File: src/rtl/score_pkg.sv
// Shared definitions for the score keeper: FSM states, winner codes,
// default winning score and a small integer-to-BCD helper.
package score_pkg;

   typedef enum logic [1:0] {
      IDLE = 2'd0,
      PLAY = 2'd1,
      OVER = 2'd2
   } state_t;

   typedef enum logic [1:0] {
      WIN_NONE = 2'b00,
      WIN_P1   = 2'b01,
      WIN_P2   = 2'b10,
      WIN_DRAW = 2'b11
   } winner_t;

   localparam int unsigned WIN_SCORE_DEFAULT = 11;

   function automatic logic [7:0] to_bcd(input int unsigned v);
      return {4'((v / 10) % 10), 4'(v % 10)};
   endfunction

endpackage

File: src/rtl/bcd_counter_2digit.sv
// Two-digit BCD up-counter (00..99) with synchronous clear and increment.
module bcd_counter_2digit (
   input  logic       clk,
   input  logic       reset,
   input  logic       inc,
   input  logic       clr,
   output logic [3:0] units,
   output logic [3:0] tens
);

   always_ff @(posedge clk or negedge reset) begin
      if (!reset) begin
         units <= '0;
         tens  <= '0;
      end else if (clr) begin
         units <= '0;
         tens  <= '0;
      end else if (inc && !(tens == 4'd9 && units == 4'd9)) begin
         // saturate at 99 so a digit can never leave the BCD range
         if (units == 4'd9) begin
            units <= '0;
            tens  <= tens + 4'd1;
         end else begin
            units <= units + 4'd1;
         end
      end
   end

endmodule

File: src/rtl/score_keeper.sv
// Two-player BCD score keeper: edge-detected controls, IDLE/PLAY/OVER FSM,
// winner detection on the edge a score reaches WIN_SCORE.
module score_keeper
   import score_pkg::*;
#(
   parameter int unsigned WIN_SCORE = WIN_SCORE_DEFAULT
) (
   input  logic       clk,
   input  logic       reset,
   input  logic       start,
   input  logic       p1_point,
   input  logic       p2_point,
   output logic [3:0] player1_unit,
   output logic [3:0] player1_tens,
   output logic [3:0] player2_unit,
   output logic [3:0] player2_tens,
   output logic       playing,
   output logic       game_over,
   output logic [1:0] winner
);

   localparam logic [7:0] PRE_WIN = to_bcd(WIN_SCORE - 1);

   state_t  state, state_next;
   winner_t win_q, win_next;
   logic    start_q, p1_q, p2_q;
   logic    start_ev, p1_ev, p2_ev;
   logic    clr, inc1, inc2, hit1, hit2;

   always_ff @(posedge clk or negedge reset) begin
      if (!reset) begin
         start_q <= 1'b0;
         p1_q    <= 1'b0;
         p2_q    <= 1'b0;
         state   <= IDLE;
         win_q   <= WIN_NONE;
      end else begin
         start_q <= start;
         p1_q    <= p1_point;
         p2_q    <= p2_point;
         state   <= state_next;
         win_q   <= win_next;
      end
   end

   assign start_ev = start & ~start_q;
   assign p1_ev    = p1_point & ~p1_q;
   assign p2_ev    = p2_point & ~p2_q;

   // a score hits WIN_SCORE on this edge when it currently sits one below it
   assign hit1 = p1_ev && ({player1_tens, player1_unit} == PRE_WIN);
   assign hit2 = p2_ev && ({player2_tens, player2_unit} == PRE_WIN);

   always_comb begin
      state_next = state;
      win_next   = win_q;
      clr        = 1'b0;
      inc1       = 1'b0;
      inc2       = 1'b0;
      case (state)
         IDLE, OVER: begin
            if (start_ev) begin
               clr        = 1'b1;
               win_next   = WIN_NONE;
               state_next = PLAY;
            end
         end
         PLAY: begin
            if (start_ev) begin
               clr = 1'b1;
            end else begin
               inc1 = p1_ev;
               inc2 = p2_ev;
               if (hit1 || hit2) begin
                  state_next = OVER;
                  win_next   = winner_t'({hit2, hit1});
               end
            end
         end
         default: state_next = IDLE;
      endcase
   end

   bcd_counter_2digit u_p1 (
      .clk   (clk),
      .reset (reset),
      .inc   (inc1),
      .clr   (clr),
      .units (player1_unit),
      .tens  (player1_tens)
   );

   bcd_counter_2digit u_p2 (
      .clk   (clk),
      .reset (reset),
      .inc   (inc2),
      .clr   (clr),
      .units (player2_unit),
      .tens  (player2_tens)
   );

   assign playing   = (state == PLAY);
   assign game_over = (state == OVER);
   assign winner    = win_q;

endmodule

File: config.mk
export PLATFORM = sky130hd
export DESIGN_NAME = score_keeper
export DESIGN_NICKNAME = d
export VERILOG_FILES = /design/src/rtl/score_pkg.sv /design/src/rtl/bcd_counter_2digit.sv /design/src/rtl/score_keeper.sv
export SDC_FILE = /design/constraint.sdc
export NUM_CORES = 1
export LEC_CHECK = 0
export CORE_MARGIN = 5
export CORE_UTILIZATION = 41
export CTS_BUF_LIST = sky130_fd_sc_hd__clkbuf_16
export DETAILED_ROUTE_END_ITERATION = 12
export GPL_ROUTABILITY_DRIVEN = 1
export PLACE_DENSITY = 0.74
export SLEW_MARGIN = 10
export SYNTH_ARGS = -nofsm -noshare
export SYNTH_HDL_FRONTEND = slang
export SYNTH_SLANG_ARGS = --single-unit
File: constraint.sdc
create_clock -name clk -period 4.2 [get_ports clk]
set_clock_uncertainty 0.15 [all_clocks]
set_input_delay 0.84 -clock clk [delete_from_list [all_inputs] [get_ports clk]]
set_output_delay 0.84 -clock clk [all_outputs]
set_load 0.02 [all_outputs]
* Yosys cells after proc, flatten, opt, wreduce, memory -nomap -nowiden *
Index checks and enable logic that the tools add are counted.

cells by class
  add/subtract/negate cells = 4
  equality and inequality tests = 11
  bitwise logic cells = 6
  multiplexer cells = 26
  reductions and logical operators = 21

operators by type and width
  operator               number
  $mux W4                12
  $add A4 B1 Y4 const B  4
  $eq A4 B4 Y1 const B   4
  $eq A8 B5 Y1 const B   2
  $mux W2                6
  $reduce_bool A2 Y1     5
  $pmux W2 S2            2
  $logic_and A1 B1 Y1    6
  $mux W1                6
  $ne A2 B2 Y1 const B   2
  $reduce_and A2 Y1      2
  $reduce_and A4 Y1      1
  $and A1 B1 Y1          3
  $not A1 Y1             3
  $reduce_and A3 Y1      1
  $reduce_or A3 Y1       1
  $eq A2 B1 Y1 const B   1
  $eq A2 B2 Y1 const B   1
  $logic_not A1 Y1       2
  $logic_not A2 Y1       1
  $ne A2 B1 Y1 const B   1
  $reduce_or A2 Y1       1
  $logic_or A1 B1 Y1     1

storage, ports and cells
  bits in registers = 23
  bits of input ports = 5

* Logic depth before layout (Yosys ltp) *
Gate-level depths: netlist (run 1).

  word-level depth = 7
  depth in mapped cells = 6
  gate-level depth less buffers = 6

* Cells and area by module *
Synthesis (run 1) repeated with hierarchy kept, for this count alone.

unflattened totals
  cell total of the unflattened synthesis = 139
  area total of the unflattened synthesis = 1381.3 sq um

modules (own cells, without submodules)
  module              cells each  seq. area each (sq um)  area an instance (sq um)  times used
  bcd_counter_2digit  52          200.2                   503.0                     2
  score_keeper        35          175.2                   375.4                     1

* Worst setup path after synthesis (run 1) *
OpenSTA, ideal clock, no wires.

  kind = input to register
  from = input start
  to = register u_p1.tens[3]
  cell stages on the path = 5
  arrival = 1.801 ns
  setup slack = 2.171 ns
  library setup time = 0.078 ns
  path buffers = 1
  path through = nand2b_1 > buf_2 > nand3_4 > or4_1 > a21oi_1

between the ends
  cells in the longest elaborated chain, start to end = 6
  elaborated cells between the ends (all ways) = 10
  those cells by class = 5 x mux; 1 x bitwise; 4 x reduce/logical

RTL lines
  element                              line                      text
  start, declared                      score_keeper.sv:10        input logic start,
  $and A1 B1 Y1 (*)                    score_keeper.sv:46        assign start_ev = start & ~start_q;
  $mux W1                              score_keeper.sv:69        if (start_ev) begin
  $mux W1                              score_keeper.sv:60        case (state)
  $logic_and A1 B1 Y1                  bcd_counter_2digit.sv:18  end else if (inc && !(tens == 4'd9 && units == 4'd9)) begin
  $reduce_bool A2 Y1 (no source line)  --
  $reduce_and A2 Y1 (no source line)   --
  end signal, assigned                 bcd_counter_2digit.sv:22  tens <= tens + 4'd1;
  end, declared                        bcd_counter_2digit.sv:8   output logic [3:0] tens

Every way passes the cells marked *; elsewhere a longest branch is shown, timed or not.
A chain may end at the register's enable or synchronous reset.

* Worst setup path after layout (run 1) *
  from = register state[1]
  to = output playing

between the ends
  cells in the longest elaborated chain, start to end = 1

RTL lines
  element                 line                 text
  start, declared         score_keeper.sv:24   state_t state, state_next;
  start signal, assigned  score_keeper.sv:41   state <= state_next;
  $eq A2 B1 Y1            score_keeper.sv:102  assign playing = (state == PLAY);
  end, declared           score_keeper.sv:17   output logic playing,

Every way passes these cells.

==> results of run 1 <==
==> sequential cells by signal (all words and copies together), names as in the netlist <==
signal / flops
p1_q: 1
u_p2.units: 4
state: 2
start_q: 1
u_p2.tens: 4
p2_q: 1
u_p1.tens: 4
u_p1.units: 4
winner: 2
==> worst min path at each step <==
stage | endpoint | start | slack [ps]
3_3_place_gp | state[0] | state[1] | 360
2_1_floorplan | state[0] | state[1] | 330
5_1_grt | state[0] | state[1] | 400
3_5_place_dp | state[0] | state[1] | 360
4_1_cts | state[0] | state[1] | 370
6_report | state[0] | state[1] | 370
==> power breakdown <==
| group | leakage (nW) | total, W | switching, W | internal [W] |
|---|---|---|---|---|
| Combinational | 0.344 | 0.0000729 | 0.0000419 | 0.0000310 |
| Clock | 0.0409 | 0.000207 | 0.0000789 | 0.000128 |
| Sequential | 0.306 | 0.000239 | 0.00000972 | 0.000229 |
==> logic make-up (layout without fill, tap and decap cells) <==
| family | count (synthesis) | in the layout |
|---|---|---|
| adders and majority gates | 10 | 10 |
| and+or+nand+nor | 47 | 47 |
| buffers and inverters | 15 | 39 |
| DFF | 23 | 23 |
| AOI/OAI and AO/OA | 47 | 47 |
==> Yosys cell counts (all sizes together) (3+ instances only) <==
| library cell | number |
|---|---|
| ha | 10 |
| nand2b | 3 |
| nand3 | 8 |
| and2b | 5 |
| a21oi | 19 |
| nand3b | 4 |
| a31oi | 3 |
| inv | 10 |
| dfrtp | 23 |
| clkbuf | 3 |
| or3 | 4 |
| nand4 | 5 |
| nor2b | 6 |
| o21ai | 10 |
==> placed cells by master (no fill, tap or decap), drive strengths merged, types with 3 or more instances in the layout <==
cell	count
nand3	8
nand3b	4
nor2b	6
or3	4
nand4	5
and2b	5
inv	10
ha	10
dfrtp	23
o21ai	10
clkdlybuf4s50	24
a31oi	3
nand2b	3
a21oi	19
clkbuf	3
==> routing by layer <==
metal	part of all wire	global-route usage	up-vias
met3	0.050	0.0427	4
met4	0.012	0.0447	0
met2	0.49	0.248	28
met1	0.45	0.165	567
met5	0	0	-
li1	-	-	582
==> layout make-up <==
cell class	instances	area [um^2]	area share
Inverter	10	37.5	0.0216
Timing Repair Buffer	25	248	0.143
Clock inverter	1	5.00	0.00288
Tap cell	46	57.6	0.0332
Multi-Input combinational cell	104	737	0.425
Clock buffer	3	75.1	0.0433
Sequential cell	23	576	0.332
==> through the flow <==
| step | util | instances |
|---|---|---|
| 6_report | 0.528 | 212 |
| 5_1_grt | 0.528 | 212 |
| 4_1_cts | 0.528 | 212 |
| 3_5_place_dp | 0.504 | 208 |
| 3_3_place_gp | 0.504 | 208 |
| 2_1_floorplan | - | 142 |
==> results.toml, run 1 <==
[status]
outcome = "complete, no violations"

[placement]
place_ws_ps = 1540
port_buffers = 24
place_congestion = 0.882
place_hpwl_um = 2190
place_area_um2 = 1660

[logic_synthesis]
synth_area_leaders = "dfrtp_1, ha_1, a21oi_1"
syn_area_per_cell_um2 = 9.70
yosysWarnings = 0
ys_ff_latch = 23
synthMuxAreaShare = 0
ys.flop_type = "dfrtp_1"
synth_top_area_cell = "dfrtp_1"
yosys.area_share.simple = 0.234
syn_area_um2 = 1380
synth-async-reset-ratio = 1.00
synth_xor_area_frac = 0
synth_nets = 157
synth_top_family_by_area = "simple AND/OR/NAND/NOR gates"
synthAdderAreaFrac = 0.0908
ys_types = 33
synth_edf_count = 0
synth_compound_area_frac = 0.210
ys_seq_area_frac = 0.418
synth_top_area_share = 0.418
syn_inst = 142

[hold_path]
holdCritPathClass = "register to register"
hold_path_depth = 1

[clocking]
cts-root-buf = "clkbuf_16"
insertion_delay_ps = 260
clkTransAtPathRegs_ps = 60
cts_max_level = 1
cts_setup_buffers = 0
cts_tree = "built"
cts_resized = 0
postCtsHoldBufs = 0
numCtsBuffers = 3
cts_buffer_depth = 2
clock_sinks = 23

[floorplan]
rows = 21
die-area_um2 = 4620
pin_count = 25
die-height_um = 68.0
die_w_um = 68.0
start_util = 0.419
core_um2 = 3280

[sta]
layout_setup_ws_ps = 1400
hold_viol_final = 0
tightest_slew_ps = 1040
rsz0062_at_grt = "false"
fin_crit_sh = 0.666
maxSlewViolCount = 0
whs_ps = 369
setup_viol = 0
maxSlewHeadroom = 0.306
max_freq_mhz = 358
setup-tns-final_ps = 0
period_needed_ps = 2800

[global_route]
grt_max_degree = 24
overflow = 0
track_usage = 0.142
grt_pass1_wl_um = 4970
grt_antenna_before_repair = 0
grt_pass1_vias = 1097

[setup_path]
cpPeakStageDelay_ps = 680
worst_setup_path_start_kind = "register"
crit_cells = 2
r2r_end = "winner[1]"
cp_slowest_cell = "clkdlybuf4s50_1"
worstReg2RegStart = "u_p1.units[0]"
cp.required_ps = 3210
cp-startpoint = "state[1]"
worstSetupPathType = "register to primary output"
worstPathCellList = "and2b_1 -> clkdlybuf4s50_1"
path_buf_inv = 1
crit_end = "playing"
r2r_slack_ps = 2180
rr_worst_depth = 6
critPathArrivalTime_ps = 1810
crit_fanout = 10
critPathCaptureType = "primary output"
cp_top_family = "buffers and inverters"

[final_layout]
drive_gt1_frac = 0.0482
diodes = 0
fillers = 301
area_growth_pct = 26.0
nets = 182
final_cell_area_um2 = 1740

[power]
peakVddDrop_uv = 205
total_power_w = 0.000519
p_per_area_nw_per_um2 = 299
power_leakage_nw = 0.691

[drt]
avgRoutedWirePerCell_um = 14.0
via_count = 1181
drt_first_iter_violations = 76
wl_um = 2960
routed_via_density = 5.57
route.detailed.drc = 0
ant_nets = 0
drt-pass1-iter-count = 4

[flow_run]
max_cap_viol_count = 0
(Power assumes the default switching activity.)
==> run 2: changes to the inputs <==
--- a/config.mk
+++ b/config.mk
@@ -10,7 +10,7 @@
 export CTS_BUF_LIST = sky130_fd_sc_hd__clkbuf_16
 export DETAILED_ROUTE_END_ITERATION = 12
 export GPL_ROUTABILITY_DRIVEN = 1
-export PLACE_DENSITY = 0.74
+export PLACE_DENSITY = 0.76
 export SLEW_MARGIN = 10
 export SYNTH_ARGS = -nofsm -noshare
 export SYNTH_HDL_FRONTEND = slang
==> constraint.sdc (replaced) <==
create_clock -name clk -period 2.5 [get_ports clk]
set_clock_uncertainty 0.15 [all_clocks]
set_input_delay 0.5 -clock clk [delete_from_list [all_inputs] [get_ports clk]]
set_output_delay 0.5 -clock clk [all_outputs]
set_load 0.02 [all_outputs]
==> results.toml, run 2 (same netlist as run 1, synthesis figures left out) <==
[floorplan]
die-area_um2 = 4620
pin_count = 25
core_um2 = 3280
die-height_um = 68.0
die_w_um = 68.0
rows = 21
start_util = 0.419

[power]
peakVddDrop_uv = 407
power_leakage_nw = 0.707
p_per_area_nw_per_um2 = 496

[clocking]
clock_sinks = 23
cts_tree = "built"
cts_buffer_depth = 2
cts_resized = 0
cts-root-buf = "clkbuf_16"
cts_max_level = 1
postCtsHoldBufs = 0
cts_setup_buffers = 0
numCtsBuffers = 3
insertion_delay_ps = 250
clkTransAtPathRegs_ps = 60

[global_route]
busiest_layer = "met2"
overflow = 0
grt_pass1_vias = 1190
track_usage = 0.148
grt_antenna_before_repair = 0
grt_max_degree = 24
met3_usage = 0.0493
use_met1 = 0.175
grt_util_met2 = 0.255
grt_pass1_wl_um = 5260

[setup_path]
cp_slowest_cell = "clkdlybuf4s50_1"
critPathCaptureType = "primary output"
cp.required_ps = 1850
r2r_slack_ps = 480
path_buf_inv = 1
crit_fanout = 6
cp-startpoint = "state[1]"
worstSetupPathType = "register to primary output"
r2r_end = "winner[1]"
critPathArrivalTime_ps = 1520
crit_cells = 2
cpPeakStageDelay_ps = 600
worstReg2RegStart = "u_p1.units[0]"
worst_setup_path_start_kind = "register"
cp_top_family = "buffers and inverters"
crit_end = "playing"
rr_worst_depth = 6
worstPathCellList = "and2b_1 -> clkdlybuf4s50_1"

[placement]
place_area_um2 = 1680
place_congestion = 0.915
port_buffers = 24
dp.cells = 211
place_hpwl_um = 2280

[drt]
wl_um = 3170
route.detailed.drc = 0
routed_via_density = 5.60
drt_first_iter_violations = 84
drt-pass1-iter-count = 4
avgRoutedWirePerCell_um = 14.8
ant_nets = 0
via_count = 1204

[final_layout]
drive_gt1_frac = 0.0592
final_common_cell = "clkdlybuf4s50_1"
stdcell_count = 215
area_growth_pct = 27.5
final_cell_mix = "clkdlybuf4s50_1, dfrtp_1, a21oi_1"
nets = 185
diodes = 0
final_cell_area_um2 = 1760

[sta]
rsz0062_at_grt = "false"
period_needed_ps = 2170
max_freq_mhz = 461
maxSlewHeadroom = 0.710
setup_viol = 0
fin_crit_sh = 0.868
maxSlewViolCount = 0
hold_viol_final = 0
tightest_slew_ps = 430
whs_ps = 395
setup-tns-final_ps = 0

[status]
outcome = "complete, no violations"

[hold_path]
holdCritPathClass = "register to register"

[flow_run]
max_cap_viol_count = 0
==> run 2: cell types whose count changed in the layout (fill, tap and decap cells not counted) <==
cell / change
buf_4: +3
clkinv_2: -1
inv_1: +1
==> run 2: cell type report <==
type,instances,area (um^2)
clock buffers,3,75.1
clock inverters,1,3.75
fillers,289,1530
inverters,10,37.5
multi-input cells,104,737
flip-flops and latches,23,576
well taps,46,57.6
repair buffers,28,270
==> run 2: worst min path at each step <==
| stage | startpoint | end | slack, ps | depth (start not counted) |
|---|---|---|---|---|
| 3_3_place_gp | state[1] | state[0] | 360 | 1 |
| 4_1_cts | state[1] | state[0] | 380 | 1 |
| 2_1_floorplan | reset | p1_q | 50 | 0 |
| 6_report | state[1] | state[0] | 400 | 1 |
| 5_1_grt | state[1] | state[0] | 430 | 1 |
| 3_5_place_dp | state[1] | state[0] | 370 | 1 |
==> run 2: layer usage <==
metal | part of all wire | vias to the layer above
met5 | 0 | -
met4 | 0.0044 | 0
met3 | 0.052 | 2
met2 | 0.51 | 30
met1 | 0.44 | 583
li1 | - | 589
==> run 2: per-stage QoR <==
step	worst slack (ps)	total power (W)	util
finish	330	0.000871	0.535
global route	201	0.000911	0.535
CTS	328	0.000882	0.535
detailed placement	175	0.000535	0.511
global placement	230	0.000529	0.511
floorplan	700	0.000479	-
==> run 2: where the power goes <==
| group | leakage [nW] | switching (W) | internal (W) |
|---|---|---|---|
| Combinational | 0.358 | 0.0000729 | 0.0000547 |
| Clock | 0.0423 | 0.000128 | 0.000213 |
| Sequential | 0.306 | 0.0000164 | 0.000385 |
| Total | 0.707 | 0.000218 | 0.000653 |
